File: src/rtl/serial_adder_pkg.sv
// -----------------------------------------------------------------------------
// serial_adder_pkg
//   Shared types and helpers for bit_serial_adder.
//   - state_e   : FSM state encoding (IDLE -> RUN -> DONE -> IDLE), 2 bits.
//   - cnt_width : bit-count counter width as a function of the operand WIDTH.
// -----------------------------------------------------------------------------
package serial_adder_pkg;

  typedef enum logic [1:0] {
    IDLE = 2'd0,
    RUN  = 2'd1,
    DONE = 2'd2
  } state_e;

  // Counter width for a WIDTH-step serial pass: values 0..WIDTH-1.
  function automatic int cnt_width(input int width);
    return $clog2(width);
  endfunction

endpackage : serial_adder_pkg

File: src/rtl/full_adder.sv
// -----------------------------------------------------------------------------
// full_adder
//   Single-bit full adder.
//   Ports:
//     a, b  in  1  operand bits
//     cin   in  1  carry in
//     sum   out 1  a ^ b ^ cin
//     cout  out 1  carry out
// -----------------------------------------------------------------------------
module full_adder (
  input  logic a,
  input  logic b,
  input  logic cin,
  output logic sum,
  output logic cout
);

  assign sum  = a ^ b ^ cin;
  assign cout = (a & b) | (cin & (a ^ b));

endmodule : full_adder

File: src/rtl/bit_serial_adder.sv
// -----------------------------------------------------------------------------
// bit_serial_adder
//   WIDTH-bit adder built around one full_adder, processing one bit per cycle,
//   LSB first. Operands are taken with a valid/ready handshake, the result is
//   offered with a valid/ready handshake.
//
//   Parameters:
//     WIDTH      operand/sum width (>= 2)
//   Ports:
//     clk        in   1      rising-edge clock
//     rst_n      in   1      synchronous, active-low reset
//     in_valid   in   1      a/b/cin valid
//     in_ready   out  1      high only in IDLE
//     a, b       in   WIDTH  operands
//     cin        in   1      carry into bit 0
//     out_valid  out  1      high only in DONE
//     out_ready  in   1      consumer accepts result
//     sum        out  WIDTH  a + b + cin mod 2^WIDTH
//     cout       out  1      carry out of bit WIDTH-1
//     busy       out  1      high in RUN or DONE
//     ovf        out  1      signed overflow (only with SERIAL_ADDER_OVF_EN)
//
//   Configuration macro: SERIAL_ADDER_OVF_EN adds the ovf port and its flop.
// -----------------------------------------------------------------------------
module bit_serial_adder
  import serial_adder_pkg::*;
#(
  parameter int WIDTH = 8
) (
  input  logic             clk,
  input  logic             rst_n,
  input  logic             in_valid,
  output logic             in_ready,
  input  logic [WIDTH-1:0] a,
  input  logic [WIDTH-1:0] b,
  input  logic             cin,
  output logic             out_valid,
  input  logic             out_ready,
  output logic [WIDTH-1:0] sum,
  output logic             cout,
  output logic             busy
`ifdef SERIAL_ADDER_OVF_EN
  ,
  output logic             ovf
`endif
);

  localparam int             CNT_W    = cnt_width(WIDTH);
  localparam logic [CNT_W-1:0] CNT_LAST = CNT_W'(WIDTH - 1);

  state_e             state_q,  state_d;
  logic [WIDTH-1:0]   a_sr_q,   a_sr_d;
  logic [WIDTH-1:0]   b_sr_q,   b_sr_d;
  logic [WIDTH-1:0]   sum_sr_q, sum_sr_d;
  logic               carry_q,  carry_d;
  logic [CNT_W-1:0]   cnt_q,    cnt_d;
`ifdef SERIAL_ADDER_OVF_EN
  logic               ovf_q,    ovf_d;
`endif

  logic fa_s;
  logic fa_c;

  full_adder u_fa (
    .a    (a_sr_q[0]),
    .b    (b_sr_q[0]),
    .cin  (carry_q),
    .sum  (fa_s),
    .cout (fa_c)
  );

  // NOTE: every signal assigned here gets a default first, so no path leaves
  // it unassigned and no latch is inferred.
  always_comb begin
    state_d  = state_q;
    a_sr_d   = a_sr_q;
    b_sr_d   = b_sr_q;
    sum_sr_d = sum_sr_q;
    carry_d  = carry_q;
    cnt_d    = cnt_q;
`ifdef SERIAL_ADDER_OVF_EN
    ovf_d    = ovf_q;
`endif

    unique case (state_q)
      IDLE: begin
        if (in_valid) begin
          a_sr_d  = a;
          b_sr_d  = b;
          carry_d = cin;
          cnt_d   = '0;
`ifdef SERIAL_ADDER_OVF_EN
          ovf_d   = 1'b0;
`endif
          state_d = RUN;
        end
      end

      RUN: begin
        // Sum bits enter at the MSB; after WIDTH shifts bit 0 sits at the LSB.
        sum_sr_d = {fa_s, sum_sr_q[WIDTH-1:1]};
        a_sr_d   = {1'b0, a_sr_q[WIDTH-1:1]};
        b_sr_d   = {1'b0, b_sr_q[WIDTH-1:1]};
        carry_d  = fa_c;
        if (cnt_q == CNT_LAST) begin
          // Counter is left at its last value so it never wraps.
          state_d = DONE;
`ifdef SERIAL_ADDER_OVF_EN
          // Carry into the MSB xor carry out of the MSB.
          ovf_d   = carry_q ^ fa_c;
`endif
        end else begin
          cnt_d = cnt_q + 1'b1;
        end
      end

      DONE: begin
        if (out_ready) state_d = IDLE;
      end

      default: state_d = IDLE;
    endcase
  end

  // NOTE: reset is synchronous (sampled only at the clock edge), and all state
  // uses non-blocking assignment so every flop sees pre-edge values.
  always_ff @(posedge clk) begin
    if (!rst_n) begin
      state_q  <= IDLE;
      a_sr_q   <= '0;
      b_sr_q   <= '0;
      sum_sr_q <= '0;
      carry_q  <= 1'b0;
      cnt_q    <= '0;
`ifdef SERIAL_ADDER_OVF_EN
      ovf_q    <= 1'b0;
`endif
    end else begin
      state_q  <= state_d;
      a_sr_q   <= a_sr_d;
      b_sr_q   <= b_sr_d;
      sum_sr_q <= sum_sr_d;
      carry_q  <= carry_d;
      cnt_q    <= cnt_d;
`ifdef SERIAL_ADDER_OVF_EN
      ovf_q    <= ovf_d;
`endif
    end
  end

  // Handshake outputs decode from the state register only.
  assign in_ready  = (state_q == IDLE);
  assign out_valid = (state_q == DONE);
  assign busy      = (state_q == RUN) || (state_q == DONE);
  assign sum       = sum_sr_q;
  assign cout      = carry_q;
`ifdef SERIAL_ADDER_OVF_EN
  assign ovf       = ovf_q;
`endif

endmodule : bit_serial_adder

File: config.mk
export PLATFORM = sky130hd
export DESIGN_NAME = bit_serial_adder
export DESIGN_NICKNAME = d
export VERILOG_FILES = /design/src/rtl/serial_adder_pkg.sv /design/src/rtl/full_adder.sv /design/src/rtl/bit_serial_adder.sv
export SDC_FILE = /design/constraint.sdc
export NUM_CORES = 1
export LEC_CHECK = 0
export ABC_AREA = 1
export CORE_ASPECT_RATIO = 1.25
export CORE_MARGIN = 2
export CORE_UTILIZATION = 35
export DETAILED_ROUTE_END_ITERATION = 8
export SLEW_MARGIN = 20
export SYNTH_ARGS = -nofsm -noshare
export SYNTH_HDL_FRONTEND = slang
export SYNTH_HIERARCHICAL = 1
export SYNTH_SLANG_ARGS = --single-unit
File: constraint.sdc
create_clock -name clk -period 1.65 [get_ports clk]
set_input_delay 0.33 -clock clk [delete_from_list [all_inputs] [get_ports clk]]
set_output_delay 0.33 -clock clk [all_outputs]
set_load 0.01 [all_outputs]
; Word-level counts from Yosys, hierarchy flattened
; Cells that the tools add are included.
[totals]
ff_bits = 30
output_inout_bits = 12
elab_cells = 38
memories = 0
input_bits = 21
latch_bits = 0
mem_bits_ro = 0
mem_bits_rw = 0
[op_classes]
order_cmp = 0
n_shift = 0
n_div = 0
mul = 0
add_sub_neg = 1
eq_ne = 7
n_bitwise = 5
muxes = 13
n_reduce_logical = 6
[op_table]
columns = op, count
row1 = 8-bit one-hot mux with 2 select lines, 2
row2 = 8-bit 2-to-1 mux, 2
row3 = 2-bit 2-to-1 mux, 3
row4 = 3-bit 2-to-1 mux, 2
row5 = "2-bit inequality test, second input constant", 3
row6 = 2-bit one-hot mux with 3 select lines, 1
row7 = 3-bit one-hot mux with 2 select lines, 1
row8 = 3-bit AND reduction, 2
row9 = "3-bit by 1-bit adder with 3-bit output, second input constant", 1
row10 = "3-bit == test, second input constant", 1
row11 = 1-bit bitwise AND, 2
row12 = "2-bit by 1-bit == test with 1-bit output, second input constant", 1
row13 = "2-bit == test, second input constant", 1
row14 = 2-bit logical NOT, 1
row15 = "2-bit by 1-bit inequality test with 1-bit output, second input constant", 1
row16 = 1-bit one-hot mux with 2 select lines, 1
row17 = 2-bit AND reduction, 1
row18 = 2-bit nonzero test, 1
row19 = 1-bit XOR, 2
row20 = 1-bit logical OR, 1
row21 = 1-bit 2-to-1 mux, 1
row22 = 1-bit OR, 1

; Logic depth before layout (Yosys ltp)
; Gate-level depths: netlist (run 1).
[depth]
word_depth = 4
mapped_depth = 9
depth_no_buf = 9

; Hierarchy
; The synthesis (run 1) kept the hierarchy.
[modules_own_cells]
columns = mod, seq_area_each_um2, n_inst, area_each_um2, cells_each
row1 = bit_serial_adder, 600.6, 1, 1407.6, 204
row2 = full_adder, 0.0, 1, 20.0, 1

; Least setup slack after synthesis (run 1)
; No wires, ideal clock.
[synth_path]
kind = register to register
from = register state_q[0]
to = register a_sr_q[1]
n_path_buf = 1
setup_ns = 0.114
stages_incl_launch_ff = 9
arrival_time_ns = 1.285
path_slack_ns = 0.251
synth_period_minus_slack_ns = 1.399
required_ns = 1.536
path_cell_list = dfxtp_1 > inv_1 > ha_1 > inv_2 > nand2_2 > nand2_4 > buf_6 > o21ai_1 > nor2_2
[synth_via]
elab_chain_len = 3
word_cells_on_any_way = 6
classes_between = 2 x eq/ne / 1 x mux / 3 x reduce/logical
[synth_rtl]
columns = element, line
row1 = from (decl), bit_serial_adder.sv:51  ; state_e state_q, state_d;
row2 = from (signal assigned), bit_serial_adder.sv:139  ; state_q <= state_d;
row3 = 2-bit logical NOT (*), -
row4 = net in_ready, bit_serial_adder.sv:33  ; output logic in_ready,
row5 = 2-bit inequality test (no line) / 2-bit nonzero test (equally long branches), -
row6 = 2-bit AND reduction (no line), -
row7 = to (signal assigned), bit_serial_adder.sv:140  ; a_sr_q <= a_sr_d;
row8 = to (decl), bit_serial_adder.sv:52  ; logic [WIDTH-1:0] a_sr_q, a_sr_d;
; The timed path passes the listed nets; every way through them passes the cells marked *.
; A chain may end at the register's enable or synchronous reset.

; Worst setup path in the final report (run 1)
[layout_path]
from = register state_q[1]
to = output port busy
[layout_via]
elab_chain_len = 2
word_cells_on_any_way = 3
classes_between = 2 x eq/ne / 1 x reduce/logical
[layout_rtl]
columns = element, line
row1 = 2-bit by 1-bit == test with 1-bit output / 2-bit == test (equally long branches), bit_serial_adder.sv:154  ; assign busy = (state_q == RUN) || (state_q == DONE);
row2 = 1-bit logical OR (*), bit_serial_adder.sv:154
row3 = to (decl), bit_serial_adder.sv:41  ; output logic busy
; Every way passes the cells marked *; elsewhere a longest branch is shown, timed or not.

==> metrics.md, run 1 <==
| Metric | Value |
|---|---|
| Clock slew at reported path FFs | `60 ps` |
| Pin count of the biggest net entering global routing | `28` |
| R2r setup slk | `270 ps` |
| Worst-case reg-to-reg path depth | `8` |
| Grt total ovfl | `0` |
| CP peak stage delay | `350 ps` |
| Initial DRT Pass Iterations | `4` |
| N_diodes | `0` |
| Final Hold Viols | `0` |
| Max Root-Sink Buffers | `2` |
| Wire per inst | `9.94 um` |
| Tmin final | `1580 ps` |
| FF+latch area | `602 um^2` |
| Die Wd | `61.1 um` |
| Slowest CP cell | `dfxtp_1` |
| Crit-path max FO | `4` |
| Area of the multi-input gates | `741 um^2` |
| Net load switching power | `1.48 mW` |
| IO Pins | `33` |
| Startpoint types | `flop` |
| Total GRT Usage | `14.5%` |
| Post-layout util | `49.3%` |
| Outcome | `completed` |
| Layout cells sized above 1 | `10.4%` |
| Post-synth top area cell | `dfxtp_1` |
| Antenna Nets Post-Route | `0` |
| Syn_area_per_cell | `6.96 um^2` |
| Final Non-Filler Cells | `294` |
| Pins over their slew limit | `0` |
| Final Cycle Share | `95.7%` |
| Crit path buf inv count | `2` |
| CP Data Arrival Time | `1250 ps` |
| Routed wire length | `2920 um` |
| Compound-cell area share of the yosys netlist | `10.1%` |
| Final setup vio count | `0` |
| Synth top area cells | `dfxtp_1 (42%), nand2_1 (16%), nor2_1 (13%)` |
| Worst EP required | `1320 ps` |
| CTS sink cnt | `30` |
| Worst Setup End Kind | `output port` |
| Mapped Area | `1430 um^2` |
| Int Power | `2.05 mW` |
| Fillers | `416` |
| Synth cell types | `20` |
| Slew headroom | `71.6%` |
| Synthesized Nets | `233` |
| Max-Cap Viols | `0` |
| Hold crit path type | `reg -> reg` |
| Vias per cell | `4.49` |
| Vias in the first global route | `1,207` |
| RSZ-0062 raised after global routing | `no` |
| Comb pwr share | `49.6%` |
| Std-Cell Rows | `25` |
| Delay-heaviest family, CP | `flip-flops` |
| Cells after Synth | `205` |
| Layout net count | `267` |
| Synth Warn # | `6` |
| Area delta synth->final | `33.0%` |
| Starting density of the core | `37.1%` |
| Clock latency on the worst-skew pair | `280 ps` |
| Levels on crit path | `3` |
| Worst R2R Start | `state_q[1]` |
| Placeable Area | `3850 um^2` |
| CP Cell Sequence | `inv_2 > ha_2 > dlygate4sd2_1` |
| DIE AREA | `4610 um^2` |
| Largest family of logic cells by synthesized area | `simple AND/OR/NAND/NOR gates` |
| DRT iter0 DRCs | `62` |
| CTS buffer count | `5` |
| Multiplexer share of the synthesized area | `0%` |
| FF-to-FF End | `state_q[1]` |
| Min Hold Slack | `467 ps` |
| Fin Setup TNS | `0 ps` |
| Clock group share of total power | `17.1%` |
| I/O Buffers | `32` |
| H-tree depth | `2` |
| Antenna violations before repair | `0` |
| Routability congestion estimate | `0.791` |
| CP startpoint | `state_q[1]` |
| Max Fclk | `0.633 GHz` |
| Flop pwr share | `33.3%` |
| Die height | `75.4 um` |
| Peak VDD IR | `0.895 mV` |
| HP Start | `a_sr_q[7]` |
| Post-DP HPWL | `1980 um` |
| WS Path Type | `reg -> out` |
| Slew @ Worst Pin | `424 ps` |
| Synth Area in Adders | `6.66%` |
| Yosys reg bits | `30` |
| TritonCTS clock tree | `done` |
| PD cells | `1860 nW/um^2` |
| First-pass GRT wire length | `4950 um` |
| Xor/xnor share of the synthesized area | `0%` |
| Total number of vias | `1,321` |
| CTS Hold Buffers Added | `0` |
| Pleak | `0.875 nW` |
| Sw Ratio | `41.9%` |
| Clk Tree Root Cell | `clkbuf_8` |
| DR DRC count | `0` |
| Clk_skew | `5.86 ps` |
| Cell count after placement | `286` |
| Simple-gate area share of the yosys netlist | `34.4%` |
| Post-synth top area share | `42.1%` |
| Sequential area share after synthesis | `42.1%` |
| CP Capture Point | `busy` |
-- final cells by class --
class | instances | share of cell area, %
clock buffers | 7 | 4.55
clock inverters | 1 | 0.264
inverters | 10 | 1.98
repair buffers | 36 | 18.9
multi-input cells | 156 | 39.0
well taps | 54 | 3.56
flip-flops and latches | 30 | 31.7
-- repair_timing --
item	CTS	global route
setup endpoints to repair	3	3
resized for setup	5	3
pin swaps	0	0
endpoints found under the hold margin	0	0
setup buffers	0	0
-- state kept, by name, indices dropped and copies added, names as in the netlist --
register  cells
sum           8
cnt_q         3
a_sr_q        8
state_q       2
b_sr_q        8
cout          1
-- metrics by stage --
stage	area [um^2]	power [mW]	worst slack, ps
after floorplan	1430	2.46	251
after global placement	1800	2.96	111
after detailed placement	1800	2.97	88.1
after CTS	1890	3.55	20.0
after global routing	1900	3.88	22.7
final	1900	3.52	70.9
-- worst min-delay path by stage --
| stage | end | cells after the start | slack, ps |
|---|---|---|---|
| 6_report | a_sr_q[7] | 2 | 470 |
| 5_1_grt | cnt_q[1] | 2 | 500 |
| 4_1_cts | b_sr_q[7] | 2 | 470 |
| 3_5_place_dp | a_sr_q[7] | 2 | 460 |
| 3_3_place_gp | a_sr_q[7] | 2 | 450 |
| 2_1_floorplan | a_sr_q[7] | 2 | 440 |
-- cell families after synthesis --
| logic type | Yosys count |
|---|---|
| and+or+nand+nor | 121 |
| DFF | 30 |
| adders and majority gates | 7 |
| buffers and inverters | 19 |
| AOI/OAI and AO/OA | 28 |
-- worst reg2reg max path, cell delays in order (launching register included) --
cell     delay (ps)
dfxtp_1         320
inv_2            90
ha_1            180
buf_4           270
nand2_1         110
nand3_1         150
nand2_1          60
nand2_1          50
nor2_1           40
-- Yosys cell counts --
cell type	count
a21oi_1	4
o21ai_1	8
clkbuf_1	3
inv_1	8
dfxtp_1	30
nand3_1	4
buf_6	2
o21ai_2	1
nor2_2	4
nor2_1	48
nand2_2	1
ha_1	6
nand2_1	60
inv_2	2
buf_4	2
nand2_4	2
nand4_1	2
fa_1	1
o21ai_0	15
buf_2	2
-- placed cells by master (no fill, tap or decap), types with 5 or more instances in the layout --
cell / Yosys / layout
dfxtp_1: 30 / 29
o21ai_0: 15 / 15
clkbuf_8: 0 / 6
nand2_1: 60 / 60
clkdlybuf4s50_1: 0 / 29
o21ai_1: 8 / 8
nor2_1: 48 / 48
ha_1: 6 / 5
inv_1: 8 / 6
-- power by group through the flow --
| stage | combinational (mW) | clock [mW] | sequential, mW |
|---|---|---|---|
| 3_3_place_gp | 1.78 | 0 | 1.18 |
| 4_1_cts | 1.76 | 0.620 | 1.17 |
| 2_1_floorplan | 1.26 | 0 | 1.19 |
| 6_report | 1.75 | 0.603 | 1.17 |
| 5_1_grt | 2.03 | 0.641 | 1.21 |
| 3_5_place_dp | 1.79 | 0 | 1.19 |
-- routing by layer --
| layer | up-vias | global-route usage (%) | wire length (um) |
|---|---|---|---|
| li1 | 711 | - | - |
| met1 | 569 | 17.2 | 1370 |
| met2 | 31 | 23.6 | 1320 |
| met3 | 10 | 3.06 | 132 |
| met4 | 0 | 9.18 | 94 |
| met5 | - | 0 | 0 |
(Power assumes the default switching activity.)
==> inputs of run 2 (changes only) <==
--- a/config.mk
+++ b/config.mk
@@ -10,7 +10,6 @@
 export CORE_MARGIN = 2
 export CORE_UTILIZATION = 35
 export DETAILED_ROUTE_END_ITERATION = 8
-export SLEW_MARGIN = 20
 export SYNTH_ARGS = -nofsm -noshare
 export SYNTH_HDL_FRONTEND = slang
 export SYNTH_HIERARCHICAL = 1
==> results of run 2 <==
Same layout as run 1: the final DEF is identical, and so are final timing and power.
